## src/rtl/pipeline_hazard_controller_if.sv

```systemverilog
// Pipeline-side connection bundle for the hazard controller.
//   in_IDRs_5 / in_IDRt_5      : source fields of the instruction in ID
//   in_IDUsesRs / in_IDUsesRt  : ID instruction actually reads rs / rt
//   in_IDRegWrite, in_IDDest_5 : ID instruction writes a register, and which one
//   in_EXJump                  : jump/jal/jr in EX, redirect at the next edge
//   in_MEMBranchTaken          : taken branch in MEM, redirect at the next edge
//   o_PCEnable / o_IFIDEnable  : pipeline front-end load enables
//   o_IFIDFlush / o_IDEXFlush / o_EXMEMFlush : pipeline register zeroing
//   o_State_2                  : action taken at the previous edge (0 RUN, 1 STALL, 2 FLUSH)
//   o_StallCount / o_FlushCount: saturating debug event counters
// master = pipeline datapath side, slave = hazard controller side.
interface pipeline_hazard_controller_if #(
  parameter int unsigned CNT_WIDTH = 16
);
  logic [4:0]           in_IDRs_5;
  logic [4:0]           in_IDRt_5;
  logic                 in_IDUsesRs;
  logic                 in_IDUsesRt;
  logic                 in_IDRegWrite;
  logic [4:0]           in_IDDest_5;
  logic                 in_EXJump;
  logic                 in_MEMBranchTaken;
  logic                 o_PCEnable;
  logic                 o_IFIDEnable;
  logic                 o_IFIDFlush;
  logic                 o_IDEXFlush;
  logic                 o_EXMEMFlush;
  logic [1:0]           o_State_2;
  logic [CNT_WIDTH-1:0] o_StallCount;
  logic [CNT_WIDTH-1:0] o_FlushCount;

  modport master (
    output in_IDRs_5, in_IDRt_5, in_IDUsesRs, in_IDUsesRt,
           in_IDRegWrite, in_IDDest_5, in_EXJump, in_MEMBranchTaken,
    input  o_PCEnable, o_IFIDEnable, o_IFIDFlush, o_IDEXFlush,
           o_EXMEMFlush, o_State_2, o_StallCount, o_FlushCount
  );

  modport slave (
    input  in_IDRs_5, in_IDRt_5, in_IDUsesRs, in_IDUsesRt,
           in_IDRegWrite, in_IDDest_5, in_EXJump, in_MEMBranchTaken,
    output o_PCEnable, o_IFIDEnable, o_IFIDFlush, o_IDEXFlush,
           o_EXMEMFlush, o_State_2, o_StallCount, o_FlushCount
  );
endinterface

```

## src/rtl/pipeline_hazard_controller.sv

```systemverilog
// Interlock and flush sequencer for a 5-stage MIPS pipeline without forwarding.
// A 3-entry scoreboard (EX, MEM, WB) tracks in-flight destination registers;
// RAW hazards stall PC and IF/ID and inject an ID/EX bubble, while jumps (EX)
// and taken branches (MEM) flush the wrong-path instructions.
// Ports:
//   clk    : rising-edge clock
//   reset  : asynchronous active-low reset, released synchronously by the next edge
//   io_bus : slave side of pipeline_hazard_controller_if (ID fields, redirects,
//            enables/flushes, last action, debug counters)
// Parameters:
//   WB_BYPASS : 1 = register file writes before reads, WB entry never hazards
//   CNT_WIDTH : width of the saturating stall/flush counters
module pipeline_hazard_controller #(
  parameter bit          WB_BYPASS = 1'b0,
  parameter int unsigned CNT_WIDTH = 16
) (
  input logic                        clk,
  input logic                        reset,
  pipeline_hazard_controller_if.slave io_bus
);

  typedef enum logic [1:0] {
    ST_RUN   = 2'd0,
    ST_STALL = 2'd1,
    ST_FLUSH = 2'd2
  } action_e;

  typedef struct packed {
    logic       valid;
    logic [4:0] dest;
  } sb_entry_t;

  sb_entry_t            r_sb_ex;
  sb_entry_t            r_sb_mem;
  sb_entry_t            r_sb_wb;
  action_e              r_state;
  action_e              w_action;
  logic [CNT_WIDTH-1:0] r_stall_cnt;
  logic [CNT_WIDTH-1:0] r_flush_cnt;

  logic w_hot_ex;
  logic w_hot_mem;
  logic w_hot_wb;
  logic w_rs_hit;
  logic w_rt_hit;
  logic w_hazard;

  // $0 is hard-wired, so entries targeting it never block anything.
  assign w_hot_ex  = r_sb_ex.valid  && (r_sb_ex.dest  != 5'd0);
  assign w_hot_mem = r_sb_mem.valid && (r_sb_mem.dest != 5'd0);
  assign w_hot_wb  = !WB_BYPASS && r_sb_wb.valid && (r_sb_wb.dest != 5'd0);

  assign w_rs_hit = io_bus.in_IDUsesRs && (io_bus.in_IDRs_5 != 5'd0) &&
                    ((w_hot_ex  && (r_sb_ex.dest  == io_bus.in_IDRs_5)) ||
                     (w_hot_mem && (r_sb_mem.dest == io_bus.in_IDRs_5)) ||
                     (w_hot_wb  && (r_sb_wb.dest  == io_bus.in_IDRs_5)));

  assign w_rt_hit = io_bus.in_IDUsesRt && (io_bus.in_IDRt_5 != 5'd0) &&
                    ((w_hot_ex  && (r_sb_ex.dest  == io_bus.in_IDRt_5)) ||
                     (w_hot_mem && (r_sb_mem.dest == io_bus.in_IDRt_5)) ||
                     (w_hot_wb  && (r_sb_wb.dest  == io_bus.in_IDRt_5)));

  assign w_hazard = w_rs_hit || w_rt_hit;

  // Redirects outrank the stall: a stalled ID instruction behind a redirect
  // is on the wrong path anyway.
  always_comb begin
    w_action            = ST_RUN;
    io_bus.o_PCEnable   = 1'b1;
    io_bus.o_IFIDEnable = 1'b1;
    io_bus.o_IFIDFlush  = 1'b0;
    io_bus.o_IDEXFlush  = 1'b0;
    io_bus.o_EXMEMFlush = 1'b0;
    if (io_bus.in_MEMBranchTaken) begin
      w_action            = ST_FLUSH;
      io_bus.o_IFIDFlush  = 1'b1;
      io_bus.o_IDEXFlush  = 1'b1;
      io_bus.o_EXMEMFlush = 1'b1;
    end else if (io_bus.in_EXJump) begin
      w_action           = ST_FLUSH;
      io_bus.o_IFIDFlush = 1'b1;
      io_bus.o_IDEXFlush = 1'b1;
    end else if (w_hazard) begin
      w_action            = ST_STALL;
      io_bus.o_PCEnable   = 1'b0;
      io_bus.o_IFIDEnable = 1'b0;
      io_bus.o_IDEXFlush  = 1'b1;
    end
  end

  always_ff @(posedge clk or negedge reset) begin
    if (!reset) begin
      r_sb_ex     <= '0;
      r_sb_mem    <= '0;
      r_sb_wb     <= '0;
      r_state     <= ST_RUN;
      r_stall_cnt <= '0;
      r_flush_cnt <= '0;
    end else begin
      r_sb_wb  <= r_sb_mem;
      // Taken branch kills the instruction moving from EX into MEM.
      r_sb_mem <= io_bus.in_MEMBranchTaken ? sb_entry_t'('0) : r_sb_ex;
      // Only an issuing ID instruction enters EX; stalls and flushes insert a bubble.
      r_sb_ex  <= (w_action == ST_RUN) ?
                  sb_entry_t'({io_bus.in_IDRegWrite, io_bus.in_IDDest_5}) :
                  sb_entry_t'('0);
      r_state  <= w_action;
      if ((w_action == ST_STALL) && (r_stall_cnt != '1))
        r_stall_cnt <= r_stall_cnt + CNT_WIDTH'(1);
      if ((w_action == ST_FLUSH) && (r_flush_cnt != '1))
        r_flush_cnt <= r_flush_cnt + CNT_WIDTH'(1);
    end
  end

  assign io_bus.o_State_2    = r_state;
  assign io_bus.o_StallCount = r_stall_cnt;
  assign io_bus.o_FlushCount = r_flush_cnt;

endmodule

```

## src/flat_wrapper.sv

```systemverilog
// flat-port wrapper written by rule: the top's interface ports become plain ports
module pipeline_hazard_controller_flat 
#(
  parameter bit          WB_BYPASS = 1'b0,
  parameter int unsigned CNT_WIDTH = 16
)
  (clk, reset, io_bus_in_IDRs_5, io_bus_in_IDRt_5, io_bus_in_IDUsesRs, io_bus_in_IDUsesRt, io_bus_in_IDRegWrite, io_bus_in_IDDest_5, io_bus_in_EXJump, io_bus_in_MEMBranchTaken, io_bus_o_PCEnable, io_bus_o_IFIDEnable, io_bus_o_IFIDFlush, io_bus_o_IDEXFlush, io_bus_o_EXMEMFlush, io_bus_o_State_2, io_bus_o_StallCount, io_bus_o_FlushCount);
  pipeline_hazard_controller_if #(.CNT_WIDTH(CNT_WIDTH)) io_bus_i ();
  input logic clk;
  input logic reset;
  input wire logic [$bits(io_bus_i.in_IDRs_5)-1:0] io_bus_in_IDRs_5;
  input wire logic [$bits(io_bus_i.in_IDRt_5)-1:0] io_bus_in_IDRt_5;
  input wire logic [$bits(io_bus_i.in_IDUsesRs)-1:0] io_bus_in_IDUsesRs;
  input wire logic [$bits(io_bus_i.in_IDUsesRt)-1:0] io_bus_in_IDUsesRt;
  input wire logic [$bits(io_bus_i.in_IDRegWrite)-1:0] io_bus_in_IDRegWrite;
  input wire logic [$bits(io_bus_i.in_IDDest_5)-1:0] io_bus_in_IDDest_5;
  input wire logic [$bits(io_bus_i.in_EXJump)-1:0] io_bus_in_EXJump;
  input wire logic [$bits(io_bus_i.in_MEMBranchTaken)-1:0] io_bus_in_MEMBranchTaken;
  output wire logic [$bits(io_bus_i.o_PCEnable)-1:0] io_bus_o_PCEnable;
  output wire logic [$bits(io_bus_i.o_IFIDEnable)-1:0] io_bus_o_IFIDEnable;
  output wire logic [$bits(io_bus_i.o_IFIDFlush)-1:0] io_bus_o_IFIDFlush;
  output wire logic [$bits(io_bus_i.o_IDEXFlush)-1:0] io_bus_o_IDEXFlush;
  output wire logic [$bits(io_bus_i.o_EXMEMFlush)-1:0] io_bus_o_EXMEMFlush;
  output wire logic [$bits(io_bus_i.o_State_2)-1:0] io_bus_o_State_2;
  output wire logic [$bits(io_bus_i.o_StallCount)-1:0] io_bus_o_StallCount;
  output wire logic [$bits(io_bus_i.o_FlushCount)-1:0] io_bus_o_FlushCount;
  assign io_bus_i.in_IDRs_5 = io_bus_in_IDRs_5;
  assign io_bus_i.in_IDRt_5 = io_bus_in_IDRt_5;
  assign io_bus_i.in_IDUsesRs = io_bus_in_IDUsesRs;
  assign io_bus_i.in_IDUsesRt = io_bus_in_IDUsesRt;
  assign io_bus_i.in_IDRegWrite = io_bus_in_IDRegWrite;
  assign io_bus_i.in_IDDest_5 = io_bus_in_IDDest_5;
  assign io_bus_i.in_EXJump = io_bus_in_EXJump;
  assign io_bus_i.in_MEMBranchTaken = io_bus_in_MEMBranchTaken;
  assign io_bus_o_PCEnable = io_bus_i.o_PCEnable;
  assign io_bus_o_IFIDEnable = io_bus_i.o_IFIDEnable;
  assign io_bus_o_IFIDFlush = io_bus_i.o_IFIDFlush;
  assign io_bus_o_IDEXFlush = io_bus_i.o_IDEXFlush;
  assign io_bus_o_EXMEMFlush = io_bus_i.o_EXMEMFlush;
  assign io_bus_o_State_2 = io_bus_i.o_State_2;
  assign io_bus_o_StallCount = io_bus_i.o_StallCount;
  assign io_bus_o_FlushCount = io_bus_i.o_FlushCount;
  pipeline_hazard_controller #(.WB_BYPASS(WB_BYPASS), .CNT_WIDTH(CNT_WIDTH)) u_core (.clk(clk), .reset(reset), .io_bus(io_bus_i));
endmodule
```

## config.mk

```make
export PLATFORM = sky130hd
export DESIGN_NAME = pipeline_hazard_controller_flat
export DESIGN_NICKNAME = d
export VERILOG_FILES = /design/src/rtl/pipeline_hazard_controller_if.sv /design/src/rtl/pipeline_hazard_controller.sv /design/src/flat_wrapper.sv
export SDC_FILE = /design/constraint.sdc
export NUM_CORES = 1
export LEC_CHECK = 0
export CAP_MARGIN = 20
export CORE_MARGIN = 2
export CORE_UTILIZATION = 31
export CTS_CLUSTER_DIAMETER = 30
export DETAILED_ROUTE_END_ITERATION = 10
export GPL_TIMING_DRIVEN = 1
export HOLD_SLACK_MARGIN = 0.12
export SLEW_MARGIN = 10
export SYNTH_ARGS = -nofsm -noshare
export SYNTH_HDL_FRONTEND = slang
export SYNTH_SLANG_ARGS = --single-unit
```

## constraint.sdc

```tcl
create_clock -name clk -period 5.62 [get_ports clk]
set_input_delay 1.124 -clock clk [delete_from_list [all_inputs] [get_ports clk]]
set_output_delay 1.124 -clock clk [all_outputs]
set_load 0.02 [all_outputs]
```

==> metrics.yaml, run 1 <==
worst_setup_path:
  cp_common_cell: "clkdlybuf4s50_1"
  reg2reg_slack_ns: 3.17
  worst-path-buf-inv: 4
  reg2reg_to: "u_core.io_bus.o_StallCount[1]$_DFFE_PN0P_"
  cpMaxStageDelayCell: "or4_1"
  required_ns: 4.50
  r2r_cells: 6
  max_stage_delay_ns: 0.56
  rr_startpoint: "u_core.io_bus.o_StallCount[0]$_DFFE_PN0P_"
  crit_arrival_ns: 3.79
  setup.worst_path.end_class: "output pin"
  crit_fanout: 16
  criticalPathCategory: "input pin to output pin"
  critPathTopFamily: "buffers and inverters"
  startpoint_type: "input pin"
  crit_chain: "clkdlybuf4s50_1, or4_1, o21ai_0, a31oi_4, buf_4, nor3_2, inv_1, clkdlybuf4s50_1"
sta:
  min_period_ns: 4.92
  rsz0062_at_grt: "false"
  slew_viol_final: 0
  setup-violations-final: 0
  fin_crit_sh: 0.875
  relSlewSlack: 0.450
  skew_ns: 0.00712
  setup_tns_ns: 0
  tightest_slew_ns: 0.821
  max_freq_mhz: 203
  finalHoldViolCount: 0
cells_and_area:
  final_cell_mix: "clkdlybuf4s50_1, dfrtp_1, xnor2_1, xor2_1, and2_1"
  fin_util: 0.418
  antenna_cells: 0
  layout_commonest_cell: "clkdlybuf4s50_1"
  drive_gt1_frac: 0.0671
  fin_nets: 306
  area_delta_synth_final_pct: 32.4
clock_network:
  hold_buffers: 0
  clk_root_buffer_cell: "clkbuf_8"
  clock_sinks: 52
  clk_latency_ns: 0.30
  cts-resized-gates: 0
  cts_setup_buffers: 0
  cts.path.max_buffers: 2
  cts.clk_slew.worst_paths_ns: 0.09
  cts_tree: "built"
  cts_made_buffers: 5
  htree_levels: 2
detailed_routing:
  dr_total_vias: 1841
  wirelength_um: 5800
  via_per_inst: 4.74
  wl_per_cell_um: 14.9
  ant_nets: 0
  drt_iter0_drc: 68
  route.detailed.drc: 0
  dr.pass1.iters: 4
synthesis:
  synth_seq_cells: 52
  netlist_area_um2: 2570
  yosysWarningCount: 0
  ys_seq_area_frac: 0.507
  syn-num-nets: 242
  synth.distinct_cells: 30
  postSynthCellCount: 218
  avgSynthCellArea_um2: 11.8
hold_path:
  hp-start: "u_core.r_sb_mem[5]$_DFF_PN0_"
  hold_path_depth: 0
  hold_path_class: "register to register"
  holdPathEnd: "u_core.r_sb_wb[5]$_DFF_PN0_"
floorplanning:
  fp.dieH_um: 95.0
  initial_core_util: 0.316
  die_w_um: 95.0
  rows: 33
  io_pins: 61
  core_area_um2: 8130
  die-area_um2: 9030
grt:
  antenna_found_initial: 0
  grt_use_total: 0.134
  grt_pass1_vias: 1881
  overflow: 0
  grt_start_max_net_pins: 53
  grt_pass1_wl_um: 9430
pwr:
  intPower_uw: 660
  p_leak_nw: 1.41
  cellPowerDensity_nw_per_um2: 266
  swShare: 0.271
  clockPowerShare: 0.305
  p_sw_uw: 246
  pwr-share-seq: 0.486
  irDropWorstVdd_mv: 0.185
  combPwrFrac: 0.208
job:
  drv_cap: 0
status:
  status: "complete, no violations"
place:
  portBuffers: 60
  dp_hpwl_um: 4250
  place_congestion: 0.804
registers in the layout, indices dropped and copies added (netlist names):
| name | count |
|---|---|
| u_core.r_sb_ex | 6 |
| u_core.r_sb_mem | 6 |
| u_core.io_bus.o_StallCount | 16 |
| u_core.io_bus.o_State_2 | 2 |
| u_core.r_sb_wb | 6 |
| u_core.io_bus.o_FlushCount | 16 |
stage by stage:
step           area [µm²]  setup slack, ns  cells  total power, mW  hold WS [ns]
2_1_floorplan        2570             1.48    218            0.539         0.373
3_3_place_gp         3270            0.699    380            0.636         0.402
6_report             3400            0.703    388            0.906         0.447
3_5_place_dp         3270            0.671    380            0.636         0.412
5_1_grt              3400            0.530    388            0.957         0.449
4_1_cts              3400            0.664    388            0.918         0.427
kinds of logic (layout without fill, tap and decap cells):
kind of cell / Yosys count / count (layout) / synth area share
fa+ha+maj: 2 / 2 / 0.00975
compound gates: 25 / 25 / 0.0848
buf+inv: 10 / 75 / 0.0234
simple gates: 67 / 67 / 0.162
xor+xnor: 60 / 60 / 0.205
mux: 2 / 2 / 0.00877
flops: 52 / 52 / 0.507
how the worst max path moves through the flow:
stage | startpoint | end | slack, ns | cells past startpoint
4_1_cts | io_bus_in_IDRt_5[0] | io_bus_o_IDEXFlush | 0.66 | 8
6_report | io_bus_in_IDRt_5[0] | io_bus_o_IDEXFlush | 0.70 | 8
3_3_place_gp | io_bus_in_IDRt_5[0] | io_bus_o_IDEXFlush | 0.70 | 8
2_1_floorplan | io_bus_in_IDRt_5[0] | io_bus_o_PCEnable | 1.48 | 6
5_1_grt | io_bus_in_IDRt_5[0] | io_bus_o_IDEXFlush | 0.53 | 8
3_5_place_dp | io_bus_in_IDRt_5[0] | io_bus_o_IDEXFlush | 0.67 | 8
cell usage after synthesis:
| master | instances | area (µm²) |
|---|---|---|
| dfrtp_1 | 52 | 1300 |
| xnor2_1 | 48 | 420 |
| xor2_1 | 12 | 105 |
| and2_1 | 11 | 68.8 |
| and3_1 | 10 | 62.6 |
| nand3_1 | 10 | 50.1 |
| nand2_1 | 8 | 30.0 |
| o2111ai_1 | 8 | 70.1 |
| or4_1 | 8 | 60.1 |
| nor2b_1 | 6 | 37.5 |
| o211ai_1 | 6 | 45.0 |
| and4_1 | 4 | 35.0 |
| inv_1 | 4 | 15.0 |
| nand4_1 | 4 | 25.0 |
| o21ai_0 | 3 | 15.0 |
| o21ai_1 | 3 | 15.0 |
| a31oi_4 | 2 | 42.5 |
| buf_4 | 2 | 15.0 |
| buf_6 | 2 | 22.5 |
| clkbuf_1 | 2 | 7.51 |
| ha_1 | 2 | 25.0 |
| nor2_1 | 2 | 7.51 |
| or4_4 | 2 | 22.5 |
| a211oi_1 | 1 | 7.51 |
| a31oi_1 | 1 | 6.26 |
| a41oi_2 | 1 | 16.3 |
| mux2_1 | 1 | 11.3 |
| mux2_2 | 1 | 11.3 |
| nor3_2 | 1 | 10.0 |
| or3_1 | 1 | 6.26 |
metal layers:
layer	global-route usage	up-vias	share of wire
met2	0.212	37	0.47
met4	0.0362	0	0.0093
met5	0	-	0
li1	-	902	-
met1	0.181	896	0.47
met3	0.0351	6	0.050
area by class of cell:
| type | instances | area, µm² |
|---|---|---|
| Multi-Input combinational cell | 156 | 1210 |
| Timing Repair Buffer | 63 | 618 |
| Clock inverter | 1 | 30.0 |
| Tap cell | 105 | 131 |
| Clock buffer | 7 | 96.3 |
| Fill cell | 778 | 4740 |
| Inverter | 4 | 15.0 |
| Sequential cell | 52 | 1300 |
power groups by stage:
stage	Combinational [mW]	Sequential, mW	Clock, mW
finish	0.189	0.441	0.276
global route	0.208	0.446	0.303
floorplan	0.0670	0.472	0
global placement	0.190	0.447	0
detailed placement	0.189	0.447	0
CTS	0.191	0.440	0.287
(Power assumes the default switching activity.)
==> inputs of run 2 (changes only) <==
ABC_CLOCK_PERIOD_IN_PS = 5620   (was unset)
SKIP_LAST_GASP = 1   (was unset)
==> results of run 2 <==
The final DEF is identical to that of run 1; final timing and power are the same.
==> inputs of run 3 (changes only) <==
ABC_CLOCK_PERIOD_IN_PS = 4300   (was 5620)
clock period = 4.3 ns   (was 5.62 ns; I/O delays follow)
==> metrics.yaml, run 3 (synthesis results as in run 1) <==
detailed_routing:
  drt_iter0_drc: 43
  wirelength_um: 5810
  dr_total_vias: 1867
  route.detailed.drc: 0
  via_per_inst: 4.70
  dr.pass1.iters: 4
  wl_per_cell_um: 14.6
  ant_nets: 0
status:
  status: "complete, no violations"
clock_network:
  htree_levels: 2
  cts_setup_buffers: 0
  cts.path.max_buffers: 2
  clk_latency_ns: 0.30
  cts_tree: "built"
  clock_sinks: 52
  cts.clk_slew.worst_paths_ns: 0.08
  hold_buffers: 0
  clk_root_buffer_cell: "clkbuf_8"
  cts_made_buffers: 5
floorplanning:
  rows: 33
  initial_core_util: 0.316
  core_area_um2: 8130
  die_w_um: 95.0
  fp.dieH_um: 95.0
  io_pins: 61
  die-area_um2: 9030
sta:
  rsz0062_at_grt: "false"
  skew_ns: 0.00955
  max_freq_mhz: 237
  setup-violations-final: 0
  slew_viol_final: 0
  min_period_ns: 4.21
  setup_tns_ns: 0
  fin_ws_ns: 0.0860
  relSlewSlack: 0.674
  fin_crit_sh: 0.980
  tightest_slew_ns: 0.487
  finalHoldViolCount: 0
place:
  place_congestion: 0.898
  dp_hpwl_um: 4430
  portBuffers: 60
  place_ws_ns: 0.0447
cells_and_area:
  drive_gt1_frac: 0.0925
  area_delta_synth_final_pct: 34.6
  fin_nets: 315
  layout_commonest_cell: "clkdlybuf4s50_1"
  final_cell_mix: "clkdlybuf4s50_1, dfrtp_1, xnor2_1, xor2_1, buf_4"
  fin_util: 0.425
  antenna_cells: 0
  fill_cells: 789
worst_setup_path:
  r2r_cells: 7
  rr_startpoint: "u_core.r_sb_ex[3]$_DFF_PN0_"
  setup.worst_path.end_class: "output pin"
  crit_fanout: 3
  startpoint_type: "input pin"
  reg2reg_to: "u_core.io_bus.o_StallCount[1]$_DFFE_PN0P_"
  reg2reg_slack_ns: 1.96
  worst-path-buf-inv: 3
  required_ns: 3.44
  criticalPathCategory: "input pin to output pin"
  crit_arrival_ns: 3.35
  cpMaxStageDelayCell: "clkdlybuf4s50_1"
  critPathTopFamily: "buffers and inverters"
  crit_chain: "clkdlybuf4s50_1, or4_1, o21ai_0, a31oi_4, o21ai_0, buf_4, clkdlybuf4s50_1"
  max_stage_delay_ns: 0.60
hold_path:
  hold_path_class: "register to register"
  hp-start: "u_core.r_sb_mem[5]$_DFF_PN0_"
  hold_path_depth: 0
  holdPathEnd: "u_core.r_sb_wb[5]$_DFF_PN0_"
grt:
  grt_pass1_vias: 1928
  antenna_found_initial: 0
  grt_pass1_wl_um: 9670
  overflow: 0
  grt_start_max_net_pins: 34
  grt_use_total: 0.139
pwr:
  cellPowerDensity_nw_per_um2: 333
  p_sw_uw: 316
  irDropWorstVdd_mv: 0.241
  swShare: 0.275
  clockPowerShare: 0.282
  p_leak_nw: 1.46
  intPower_uw: 834
  combPwrFrac: 0.220
  pwr-share-seq: 0.498
job:
  drv_cap: 0
[run 3: cell types whose count changed in the layout (fill, tap and decap cells not counted), sizes merged]
cell	change
buf	+9
clkinv	+1
clkbuf	-1
dlymetal6s2s	+3
clkdlybuf4s50	-3
[run 3: area by class of cell]
class	instances	area, µm²	area share
Sequential cell	52	1300	0.377
Multi-Input combinational cell	156	1210	0.349
Timing Repair Buffer	72	693	0.201
Tap cell	105	131	0.0380
Clock buffer	6	72.6	0.0210
Clock inverter	2	35.0	0.0101
Inverter	4	15.0	0.00435
[run 3: power by group through the flow]
| stage | Sequential (mW) | Combinational [mW] | Clock [mW] |
|---|---|---|---|
| floorplan | 0.617 | 0.0876 | 0 |
| global placement | 0.584 | 0.253 | 0 |
| detailed placement | 0.584 | 0.256 | 0 |
| CTS | 0.575 | 0.257 | 0.342 |
| global route | 0.581 | 0.277 | 0.366 |
| finish | 0.573 | 0.253 | 0.324 |
[run 3: stage by stage]
step                      power, mW  hold slack [ns]  cells  instance area (µm²)
after floorplan               0.704            0.373    218                 2570
after global placement        0.837            0.415    389                 3340
after detailed placement      0.839            0.413    389                 3340
after CTS                      1.17            0.434    397                 3450
after global routing           1.22            0.448    397                 3450
final                          1.15            0.430    397                 3450
[run 3: timing repair]
action / CTS / global route
setup endpoints to repair: 0 / 2
resized for setup: 0 / 4
hold endpoints to repair: 0 / 0
[run 3: worst max path at each step]
stage / depth (start not counted) / endpoint / startpoint / slack (ns)
finish: 7 / io_bus_o_PCEnable / io_bus_in_IDRs_5[0] / 0.09
global route: 7 / io_bus_o_PCEnable / io_bus_in_IDRs_5[3] / 0.02
CTS: 7 / io_bus_o_IFIDEnable / io_bus_in_IDRs_5[3] / 0.03
detailed placement: 7 / io_bus_o_IFIDEnable / io_bus_in_IDRs_5[3] / 0.04
global placement: 7 / io_bus_o_IFIDEnable / io_bus_in_IDRt_5[0] / 0.05
floorplan: 6 / io_bus_o_PCEnable / io_bus_in_IDRt_5[0] / 0.69
[run 3: metal layers]
metal,GRT usage,part of all wire
met1,0.188,0.47
met2,0.227,0.47
met3,0.0327,0.047
met4,0.0326,0.011
met5,0,0
